--- src/rtl/lc3b_types.sv ---
// Shared LC-3b memory-side types: word/line widths, line tag and write-buffer FSM states.
// No logic, no latency.
// No flow control; types only.
package lc3b_types;

    typedef logic [15:0]  lc3b_word;
    typedef logic [127:0] lc3b_burst;
    typedef logic [11:0]  lc3b_line_tag;

    typedef enum logic [1:0] {
        IDLE   = 2'd0,
        RD_MEM = 2'd1,
        DRAIN  = 2'd2,
        RESP   = 2'd3
    } wb_state_t;

    // Line tag is the address with the 16-byte line offset stripped.
    function automatic lc3b_line_tag line_tag(input lc3b_word addr);
        return addr[15:4];
    endfunction

endpackage

--- src/rtl/wb_entry_array.sv ---
// Circular store of buffered write-back lines with a parallel tag match on all valid entries.
// Match is combinational; push/merge/pop take effect on the next rising edge.
// No internal backpressure: the owner must not push when full nor pop when empty.
module wb_entry_array
    import lc3b_types::*;
#(
    parameter int DEPTH = 4
) (
    input  logic                     clk,
    input  logic                     rst_n,
    input  logic [11:0]              lookup_tag,
    input  logic [127:0]             wr_data,
    input  logic                     push,
    input  logic                     merge,
    input  logic [$clog2(DEPTH)-1:0] merge_idx,
    input  logic                     pop,
    output logic                     hit,
    output logic [$clog2(DEPTH)-1:0] hit_idx,
    output logic [127:0]             hit_data,
    output logic                     full,
    output logic                     empty,
    output logic [11:0]              head_tag,
    output logic [127:0]             head_data
);

    localparam int PW = $clog2(DEPTH);
    localparam int CW = PW + 1;

    logic [DEPTH-1:0] valid;
    lc3b_line_tag     tag_q  [DEPTH];
    lc3b_burst        data_q [DEPTH];
    logic [PW-1:0]    head;
    logic [PW-1:0]    tail;
    logic [CW-1:0]    count;

    // Tag compare against every valid entry; coalescing keeps tags unique so at most one hits.
    always_comb begin
        hit     = 1'b0;
        hit_idx = '0;
        for (int i = 0; i < DEPTH; i++) begin
            if (valid[i] && (tag_q[i] == lookup_tag)) begin
                hit     = 1'b1;
                hit_idx = PW'(i);
            end
        end
    end

    assign hit_data  = data_q[hit_idx];
    assign head_tag  = tag_q[head];
    assign head_data = data_q[head];
    assign full      = (count == CW'(DEPTH));
    assign empty     = (count == '0);

    // Occupancy bookkeeping: valid bits, pointers and count; reset discards all lines.
    always_ff @(posedge clk) begin
        if (!rst_n) begin
            valid <= '0;
            head  <= '0;
            tail  <= '0;
            count <= '0;
        end else begin
            if (push) begin
                valid[tail] <= 1'b1;
                tail        <= tail + PW'(1);
                count       <= count + CW'(1);
            end
            if (pop) begin
                valid[head] <= 1'b0;
                head        <= head + PW'(1);
                count       <= count - CW'(1);
            end
        end
    end

    // Line storage: push fills the tail slot, merge overwrites a hit in place so it keeps its drain slot.
    always_ff @(posedge clk) begin
        if (push) begin
            tag_q[tail]  <= lookup_tag;
            data_q[tail] <= wr_data;
        end
        if (merge) begin
            data_q[merge_idx] <= wr_data;
        end
    end

endmodule

--- src/rtl/l2_write_buffer.sv ---
// Posted-write buffer between L2 and memory: absorbs write-backs, serves read hits, drains when idle.
// Write accept / read hit: up_resp one cycle after request; read miss: one cycle after pmem_resp.
// L2 holds its request until up_resp; a write to a full buffer waits for one drain to complete.
module l2_write_buffer
    import lc3b_types::*;
#(
    parameter int DEPTH = 4
) (
    input  logic         clk,
    input  logic         rst_n,
    input  logic         up_read,
    input  logic         up_write,
    input  logic [15:0]  up_address,
    input  logic [127:0] up_wdata,
    output logic         up_resp,
    output logic [127:0] up_rdata,
    input  logic         pmem_resp,
    input  logic [127:0] pmem_rdata,
    output logic         pmem_read,
    output logic         pmem_write,
    output logic [15:0]  pmem_address,
    output logic [127:0] pmem_wdata
);

    localparam int PW = $clog2(DEPTH);

    wb_state_t     state;
    wb_state_t     state_nxt;
    lc3b_line_tag  up_tag;
    lc3b_line_tag  rd_tag_q;
    lc3b_burst     rdata_q;

    logic          hit;
    logic [PW-1:0] hit_idx;
    lc3b_burst     hit_data;
    logic          full;
    logic          empty;
    lc3b_line_tag  head_tag;
    lc3b_burst     head_data;

    logic          push;
    logic          merge;
    logic          pop;
    logic          lat_hit;
    logic          lat_miss;
    logic          lat_mem;

    assign up_tag = line_tag(up_address);

    wb_entry_array #(
        .DEPTH (DEPTH)
    ) u_array (
        .clk        (clk),
        .rst_n      (rst_n),
        .lookup_tag (up_tag),
        .wr_data    (up_wdata),
        .push       (push),
        .merge      (merge),
        .merge_idx  (hit_idx),
        .pop        (pop),
        .hit        (hit),
        .hit_idx    (hit_idx),
        .hit_data   (hit_data),
        .full       (full),
        .empty      (empty),
        .head_tag   (head_tag),
        .head_data  (head_data)
    );

    // State register.
    always_ff @(posedge clk) begin
        if (!rst_n) begin
            state <= IDLE;
        end else begin
            state <= state_nxt;
        end
    end

    // Next state: upstream requests beat draining unless a write finds the buffer full.
    always_comb begin
        state_nxt = state;
        case (state)
            IDLE: begin
                if (up_write) begin
                    state_nxt = (hit || !full) ? RESP : DRAIN;
                end else if (up_read) begin
                    state_nxt = hit ? RESP : RD_MEM;
                end else if (!empty) begin
                    state_nxt = DRAIN;
                end
            end
            RD_MEM:  if (pmem_resp) state_nxt = RESP;
            DRAIN:   if (pmem_resp) state_nxt = IDLE;
            RESP:    state_nxt = IDLE;
            default: state_nxt = IDLE;
        endcase
    end

    // Moore port decode plus the one-cycle array and latch strobes.
    always_comb begin
        up_resp      = (state == RESP);
        pmem_read    = (state == RD_MEM);
        pmem_write   = (state == DRAIN);
        pmem_address = '0;
        if (state == RD_MEM) begin
            pmem_address = {rd_tag_q, 4'h0};
        end else if (state == DRAIN) begin
            pmem_address = {head_tag, 4'h0};
        end
        merge    = (state == IDLE) && up_write && hit;
        push     = (state == IDLE) && up_write && !hit && !full;
        pop      = (state == DRAIN) && pmem_resp;
        lat_hit  = (state == IDLE) && !up_write && up_read && hit;
        lat_miss = (state == IDLE) && !up_write && up_read && !hit;
        lat_mem  = (state == RD_MEM) && pmem_resp;
    end

    assign up_rdata   = rdata_q;
    assign pmem_wdata = head_data;

    // Read-path latches: hit line or memory line for up_rdata, miss tag for the memory request.
    always_ff @(posedge clk) begin
        if (!rst_n) begin
            rdata_q  <= '0;
            rd_tag_q <= '0;
        end else begin
            if (lat_hit) rdata_q <= hit_data;
            if (lat_mem) rdata_q <= pmem_rdata;
            if (lat_miss) rd_tag_q <= up_tag;
        end
    end

    // Simultaneous read and write is an L2 protocol error; the write is served.
    always_ff @(posedge clk) begin
        if (rst_n) begin
            assert (!(up_read && up_write));
        end
    end

endmodule

--- config.mk ---
export PLATFORM = sky130hd
export DESIGN_NAME = l2_write_buffer
export DESIGN_NICKNAME = d
export VERILOG_FILES = /design/src/rtl/lc3b_types.sv /design/src/rtl/wb_entry_array.sv /design/src/rtl/l2_write_buffer.sv
export SDC_FILE = /design/constraint.sdc
export NUM_CORES = 1
export LEC_CHECK = 0
export CAP_MARGIN = 20
export CORE_MARGIN = 3
export CORE_UTILIZATION = 24
export DETAILED_ROUTE_END_ITERATION = 8
export SYNTH_ARGS = -nofsm -noshare
export SYNTH_HDL_FRONTEND = slang
export SYNTH_SLANG_ARGS = --single-unit
export TNS_END_PERCENT = 5
--- constraint.sdc ---
create_clock -name clk -period 15.05 [get_ports clk]
set_input_delay 1.505 -clock clk [delete_from_list [all_inputs] [get_ports clk]]
set_output_delay 1.505 -clock clk [all_outputs]
set_load 0.03 [all_outputs]
==> impl_metrics.py, run 1 <==
metrics = {
    "outcome": {
        "outcome": "finished clean",
    },
    "clock_network": {
        "postCtsHoldBufs": 0,
        "cts_tree": "yes",
        "htreeDepth": 3,
        "clock_sinks": 715,
        "clock_path_buffers": 3,
        "insertion_delay_ns": 0.65,
        "root_buffer": "clkbuf_16",
        "cts-buffers-inserted": 81,
        "clkTransAtPathRegs_ns": 0.06,
        "post_cts_buffers": 0,
        "cts_resized": 0,
    },
    "timing": {
        "finalCritPeriodShare_pct": 39.1,
        "fin_skew_ns": 0.0327,
        "fin_crit_ns": 5.89,
        "finalSetupTns_ns": 0,
        "slew_violations": 0,
        "hold_viol_final": 0,
        "setup_slack_ns": 9.16,
        "max_freq_mhz": 170,
        "grt_setup_unrepaired": "no",
        "setup_violations": 0,
        "worst-slew-pin-transition_ns": 1.08,
        "timing.hold.ws_ns": 0.521,
        "relSlewSlack_pct": 28.0,
    },
    "layout": {
        "fin_area_um2": 40700,
        "layout.nets": 3034,
        "fill_cells": 12500,
        "final_common_cell": "edfxtp_1",
        "mostFrequentLayoutCells": "edfxtp_1, clkdlybuf4s50_1, nand2_1, dfxtp_1, mux4_2",
        "area_delta_synth_final_pct": 31.9,
        "stdcell_count": 4483,
        "layout-drive-gt1-share_pct": 11.7,
    },
    "routing": {
        "num_vias": 21700,
        "viasPerCell": 4.85,
        "drc": 0,
        "wl_um": 101000,
        "first_pass_iters": 5,
        "drt_iter0_drc": 1706,
        "ant_nets": 0,
        "post_drt_wl_per_cell_um": 22.5,
    },
    "synth": {
        "syn_area_per_cell_um2": 13.5,
        "ys_seq_area_share_pct": 64.5,
        "synth_top_area_share_pct": 54.4,
        "yosys_warnings": 0,
        "syn_inst": 2290,
        "synth_ff_type": "edfxtp_1",
        "syn_area_um2": 30900,
        "async_flop_share_pct": 0,
        "synth_cell_types": 45,
        "synth_area_leaders": "edfxtp_1, mux4_2, dfxtp_1",
        "synth-edff-count": 560,
        "ys_seq_elements": 715,
        "yosysTopAreaCell": "edfxtp_1",
    },
    "pwr": {
        "cellLeakagePower_nw": 12.6,
        "power_density_nw_per_um2": 132,
        "power_frac_comb_pct": 18.7,
        "peakVddDrop_v": 0.0000777,
        "p_int_mw": 3.90,
        "switchingPower_mw": 1.47,
        "swShare_pct": 27.3,
        "p_seq_share_pct": 43.5,
        "power.share.clock_pct": 37.8,
    },
    "hold_path": {
        "min_path_type": "register to register",
    },
    "floorplanning": {
        "core_area_um2": 127000,
        "start_util_pct": 24.4,
        "io_pins": 552,
        "fp.dieW_um": 365,
        "rows": 130,
        "die_h_um": 365,
        "die_area_um2": 133000,
    },
    "grt": {
        "grt_max_degree": 127,
        "grtUsageMet2_pct": 24.5,
        "grt_pass1_vias": 21600,
        "gr-total-overflow": 0,
        "grt_util_met1_pct": 17.6,
        "grt_use_total_pct": 14.6,
        "grt.busiest_layer": "met2",
        "use_met3_pct": 4.60,
        "grt_pass1_wl_um": 145000,
        "antenna_found_initial": 20,
    },
    "critical_path": {
        "cp.arrival_ns": 4.38,
        "start_kind": "register",
        "r2r-end": "u_array.data_q[2][104]$_DFFE_PP_",
        "rr_worst_depth": 8,
        "path_max_fanout": 37,
        "crit_path_end": "pmem_wdata[73]",
        "path_class": "register to primary output",
        "reg2reg_slack_ns": 10.56,
        "crit_required_ns": 13.55,
        "r2r-start": "u_array.tag_q[2][11]$_DFFE_PP_",
        "end_kind": "primary output",
    },
    "placed_design": {
        "dp_slack_ns": 8.75,
        "portBuffers": 543,
        "place_area_um2": 37900,
        "place.gp.congestion": 0.764,
        "place_inst": 4314,
        "hpwl_um": 65000,
    },
    "run": {
        "maxCapViolations": 0,
    },
}
## flip-flops by register name (all words and copies together) (netlist names), named ones only
name,flops
u_array.head,2
state,2
rd_tag_q,12
u_array.valid,4
u_array.count,3
u_array.tag_q,48
u_array.tail,2
up_rdata,128
u_array.data_q,512
## per-stage QoR
| step | util [%] | power (mW) |
|---|---|---|
| floorplan | - | 2.96 |
| global placement | 29.9 | 3.39 |
| detailed placement | 29.9 | 3.39 |
| CTS | 32.1 | 5.45 |
| global route | 32.1 | 5.58 |
| finish | 32.2 | 5.37 |
## power groups by stage
stage / clock (mW) / sequential, mW / combinational [mW]
detailed placement: 0 / 2.38 / 1.02
floorplan: 0 / 2.44 / 0.516
global route: 2.17 / 2.35 / 1.07
global placement: 0 / 2.37 / 1.01
finish: 2.03 / 2.34 / 1.01
CTS: 2.09 / 2.34 / 1.02
## how the worst min path moves through the flow
stage | startpoint | to | cells past startpoint
floorplan | u_array.valid[0]$_SDFF_PN0_ | u_array.valid[0]$_SDFF_PN0_ | 1
finish | u_array.valid[0]$_SDFF_PN0_ | u_array.valid[0]$_SDFF_PN0_ | 1
global route | u_array.valid[0]$_SDFF_PN0_ | u_array.valid[0]$_SDFF_PN0_ | 1
detailed placement | u_array.valid[0]$_SDFF_PN0_ | u_array.valid[0]$_SDFF_PN0_ | 1
global placement | u_array.valid[0]$_SDFF_PN0_ | u_array.valid[0]$_SDFF_PN0_ | 1
CTS | u_array.valid[0]$_SDFF_PN0_ | u_array.valid[0]$_SDFF_PN0_ | 1
## cell usage after synthesis (14+ instances only)
| cell type | number |
|---|---|
| clkbuf_1 | 133 |
| nand2_1 | 277 |
| o211ai_1 | 128 |
| buf_2 | 48 |
| a31oi_1 | 128 |
| xnor2_1 | 50 |
| dfxtp_1 | 155 |
| o21ai_0 | 107 |
| nor2b_1 | 14 |
| nor3_1 | 129 |
| nor2_1 | 133 |
| o31ai_1 | 130 |
| o21ai_1 | 25 |
| mux4_2 | 140 |
| buf_1 | 25 |
| edfxtp_1 | 560 |
## critical path, stage by stage (launching register included)
cell,delay [ns]
dfxtp_4,0.83
buf_4,0.79
buf_4,0.75
mux4_2,0.59
clkdlybuf4s50_1,0.67
## per-layer routing
layer	part of all wire, %	routed length, um
met1	40	40100
met2	49	49900
met3	7.8	7880
met4	2.9	2960
met5	0.057	58
## logic make-up (layout without fill, tap and decap cells)
group	count (synthesis)	after routing	synth area share (%)
compound gates	542	542	11.7
fa+ha+maj	9	9	0.389
simple gates	600	600	8.43
other cells	1	21	0.0121
xor+xnor	51	51	1.45
mux	153	153	10.6
flops	715	715	64.5
buf+inv	219	742	2.94
## cell type report
type,instances,area [um2],share of cell area (%)
clock buffers,110,2310,5.66
inverters,7,26.3,0.0645
clock inverters,41,458,1.12
repair buffers,584,5770,14.2
flip-flops and latches,715,19900,48.9
diodes,17,42.5,0.104
multi-input cells,1359,10100,24.9
well taps,1650,2060,5.07
Power figures use the tool's default switching activity.
==> inputs of run 2 (changes only) <==
==> constraint.sdc (replaced) <==
create_clock -name clk -period 5.35 [get_ports clk]
set_input_delay 0.535 -clock clk [delete_from_list [all_inputs] [get_ports clk]]
set_output_delay 0.535 -clock clk [all_outputs]
set_load 0.03 [all_outputs]
==> run 2 against run 1 <==
Against the previous run: core utilization increased by 0.26 points; critical path depth decreased by 1; clock skew decreased by 0.0010 ns; via count increased by 0.28%; hold slack got worse by 0.12 ns; first-iteration DRC count decreased by 15%; register-to-register slack got worse by 8.5 ns; final area increased by 0.81%; count of clock-buffer cells in the layout increased by 9; combinational power increased to 2.8 times the previous value; highest routed layer unchanged.
==> impl_metrics.py, run 2 (synthesis gave the netlist of run 1 again) <==
metrics = {
    "clock_network": {
        "cts_resized": 0,
        "insertion_delay_ns": 0.66,
        "htreeDepth": 3,
        "clock_sinks": 715,
        "root_buffer": "clkbuf_16",
        "postCtsHoldBufs": 0,
        "clkTransAtPathRegs_ns": 0.06,
        "cts_tree": "yes",
        "post_cts_buffers": 0,
        "clock_path_buffers": 3,
        "cts-buffers-inserted": 82,
    },
    "critical_path": {
        "path_buf_inv": 2,
        "path_max_fanout": 45,
        "critPathSlowestCell": "dfxtp_4",
        "cp_cell_sequence": "buf_12 -> mux4_2 -> clkdlybuf4s50_1",
        "start_kind": "register",
        "max_stage_delay_ns": 0.86,
        "reg2reg_slack_ns": 2.02,
        "end_kind": "primary output",
        "crit_required_ns": 4.82,
        "critPathTopFamily": "buffers and inverters",
        "cp.arrival_ns": 3.27,
        "path_class": "register to primary output",
    },
    "layout": {
        "multi_input_area_um2": 10300,
        "mostFrequentLayoutCells": "edfxtp_1, clkdlybuf4s50_1, nand2_1, dfxtp_1, mux4_2",
        "fin_util_pct": 32.4,
        "layout-drive-gt1-share_pct": 11.8,
        "stdcell_count": 4479,
        "seq_area_um2": 19900,
        "fin_area_um2": 41100,
        "final_common_cell": "edfxtp_1",
        "regMostFlops": "u_array.data_q",
        "area_delta_synth_final_pct": 33.0,
        "layout.nets": 3037,
        "largest_register_ffs": 512,
        "fill_cells": 12400,
    },
    "outcome": {
        "outcome": "finished clean",
    },
    "routing": {
        "drt_iter0_drc": 1456,
        "wl_um": 102000,
        "drc": 0,
        "first_pass_iters": 8,
        "ant_nets": 0,
        "post_drt_wl_per_cell_um": 22.7,
        "num_vias": 21800,
        "viasPerCell": 4.87,
    },
    "placed_design": {
        "place_inst": 4317,
        "portBuffers": 543,
        "place_area_um2": 38400,
        "hpwl_um": 64500,
        "place.gp.congestion": 0.759,
    },
    "grt": {
        "grt_pass1_vias": 22200,
        "gr-total-overflow": 0,
        "grt_use_total_pct": 14.8,
        "grt_max_degree": 130,
        "antenna_found_initial": 24,
        "grt_pass1_wl_um": 147000,
    },
    "pwr": {
        "p_int_mw": 10.8,
        "power_density_nw_per_um2": 363,
        "power_frac_comb_pct": 19.2,
        "fin_total_pwr_mw": 14.9,
        "swShare_pct": 27.5,
        "peakVddDrop_v": 0.000230,
        "switchingPower_mw": 4.10,
        "p_seq_share_pct": 44.0,
        "power.share.clock_pct": 36.8,
        "cellLeakagePower_nw": 12.7,
    },
    "floorplanning": {
        "core_area_um2": 127000,
        "fp.dieW_um": 365,
        "rows": 130,
        "die_h_um": 365,
        "io_pins": 552,
        "start_util_pct": 24.4,
        "die_area_um2": 133000,
    },
    "timing": {
        "fin_crit_ns": 3.81,
        "slew_violations": 0,
        "setup_violations": 0,
        "grt_setup_unrepaired": "no",
        "relSlewSlack_pct": 33.3,
        "worst-slew-pin-transition_ns": 1.00,
        "fin_skew_ns": 0.0316,
        "finalSetupTns_ns": 0,
        "finalCritPeriodShare_pct": 71.2,
        "max_freq_mhz": 263,
        "hold_viol_final": 0,
    },
    "hold_path": {
        "min_path_type": "input pin to register",
    },
    "run": {
        "maxCapViolations": 0,
    },
}
run 2: cell types whose count changed in the layout (fill, tap and decap cells not counted), sizes merged:
cell      before  now
clkbuf       110  119
clkinv        23   25
inv           16   12
buf           42   44
bufinv         7    2
clkinvlp       2    0
diode         17   11
run 2: power by group through the flow:
stage / registers (mW) / logic (mW) / clock network [mW]
floorplan: 6.81 / 1.46 / 0
global placement: 6.67 / 2.91 / 0
detailed placement: 6.68 / 2.92 / 0
CTS: 6.57 / 2.93 / 5.66
global route: 6.60 / 3.05 / 5.88
finish: 6.57 / 2.87 / 5.49
run 2: cell type report:
| type | count | share of cell area (%) |
|---|---|---|
| inverters | 7 | 0.0640 |
| multi-input cells | 1359 | 25.0 |
| clock buffers | 119 | 5.78 |
| flip-flops and latches | 715 | 48.5 |
| repair buffers | 586 | 14.8 |
| well taps | 1650 | 5.03 |
| diodes | 11 | 0.0670 |
| clock inverters | 32 | 0.740 |
run 2: metrics by stage:
stage / hold WS [ns] / setup WS (ns)
after floorplan: 0.472 / -0.213
after global placement: 0.491 / 1.10
after detailed placement: 0.498 / 1.09
after CTS: 0.353 / 1.34
after global routing: 0.391 / 1.28
final: 0.399 / 1.54
run 2: final timing paths:
path | to | from | cells after the start
max | pmem_wdata[79] | register | 3
min | up_rdata[70]$_SDFFE_PN0P_ | rst_n | 3
max reg2reg | u_array.data_q[2][103]$_DFFE_PP_ | u_array.tag_q[3][10]$_DFFE_PP_ | 7
min reg2reg | u_array.valid[0]$_SDFF_PN0_ | u_array.valid[0]$_SDFF_PN0_ | 1
run 2: routing by layer:
metal	up-vias	share of wire (%)	GRT usage (%)
li1	9854	-	-
met4	22	2.3	5.07
met2	709	50	25.4
met5	-	0.15	0
met1	11100	40	17.9
met3	154	7.4	3.97
run 2: tightest hold or removal path: cells and delay by family:
family / cells / cell delay [ns]
compound gates: 2 / 0.20
buf+inv: 1 / 0.27
==> variant, RTL diff (flow settings as in run 1) <==
Register the input `pmem_rdata` before use. The logic sees it one clock later. The other inputs are not delayed to match.
--- a/src/rtl/l2_write_buffer.sv
+++ b/src/rtl/l2_write_buffer.sv
@@ -24,4 +24,10 @@
 
     localparam int PW = $clog2(DEPTH);
+
+    logic [127:0] pmem_rdata_q;
+
+    always_ff @(posedge clk) begin
+        pmem_rdata_q <= pmem_rdata;
+    end
 
     wb_state_t     state;
@@ -126,5 +132,5 @@
         end else begin
             if (lat_hit) rdata_q <= hit_data;
-            if (lat_mem) rdata_q <= pmem_rdata;
+            if (lat_mem) rdata_q <= pmem_rdata_q;
             if (lat_miss) rd_tag_q <= up_tag;
         end
Check against the original RTL: not settled (the Yosys comparison gave no result); the edit may change what the design does.
==> variant against run 1 <==
- power rose by 12%
- sequential cell count rose by 128
- design area rose by 11%
- critical endpoint is now pmem_wdata[30]
- synthesized cell count fell by 5.4%
- area after synthesis rose by 13%
- clock skew fell by 2.8 ps
- worst setup slack got worse by 540 ps
- cell count rose by 3.7%
- wire length rose by 12%
- critical path type unchanged
==> variant: results <==
set metrics [dict create \
    dp_hpwl_um 71600 \
    r2r_start "u_array.tag_q[1][2]" \
    synth_area_sq_um 34900 \
    final-nonclk-buf-share_pct 12.8 \
    layout-drive-gt1-share_pct 22.2 \
    met2_usage_pct 24.3 \
    cts_buffers 94 \
    wl_met2_um 55500 \
    inverters 9 \
    r2r_end "u_array.data_q[1][38]" \
    status "complete, no violations" \
    use_met3_pct 4.43 \
    drt_iter0_markers 1378 \
    multi_input_area_sq_um 11400 \
    synth_mux_area_share_pct 13.2 \
    track_usage_pct 14.6 \
    nets 2933 \
    p_leak_nw 14.2 \
    min_path_cells 2 \
    viasPerCell 4.70 \
    wirelength_um 113000 \
    first_global_vias 22400 \
    slowest_delay_ps 730 \
    synthAdderAreaFrac_pct 0.344 \
    seq_share_pct 49.7 \
    insertion_delay_ps 690 \
    rrSetupSlack_ps 10520 \
    whs_endpoint "rd_tag_q[0]" \
    ys_top_cells_by_area "edfxtp_1 (48%), dfxtp_1 (16%), mux4_2 (9.0%), a211oi_1 (4.9%), a221oi_2 (4.7%)" \
    clk_share_pct 6.93 \
    cp.arrival_ps 4930 \
    wl_met3_um 8220 \
    nClkBuffers 130 \
    wl_per_cell_um 24.3 \
    timing.hold.ws_ps 474 \
    vdd_drop_max_mv 0.0945 \
    cts_num_sinks 843 \
    synth-xor-area-share_pct 1.23 \
    antenna_found_initial 32 \
    placed_area_sq_um 42100 \
    pre_cts_slack_ps 8580 \
    clock_skew_ps 29.9 \
    synth.distinct_cells 51 \
]
-- variant: cell types whose count changed after synthesis, sizes merged, moves of 128 or more --
cell    change
a211oi    +256
a221oi    +128
a31oi     -128
dfxtp     +128
mux2      +128
nand2     -262
o211ai    -128
o31ai     -129
-- variant: worst max path at each step --
stage                                 end  slack [ps]  cells after the start
finish                     pmem_wdata[30]        8620                      5
floorplan            u_array.data_q[1][0]        2060                      8
global placement    u_array.data_q[1][41]        8630                     10
global route               pmem_wdata[30]        8140                      5
detailed placement  u_array.data_q[1][39]        8580                     10
CTS                        pmem_wdata[30]        8350                      5
-- variant: power by group --
part,switching [mW],total (mW),internal [mW]
logic,0.580,1.02,0.440
clock network,0.957,2.33,1.37
registers,0.0668,2.69,2.62
total,1.60,6.03,4.43
-- variant: worst min-delay path: cells and delay by family (launching register included) --
family	cells	cell delay [ps]
flip-flops	1	300
AO/OA/AOI/OAI	2	120
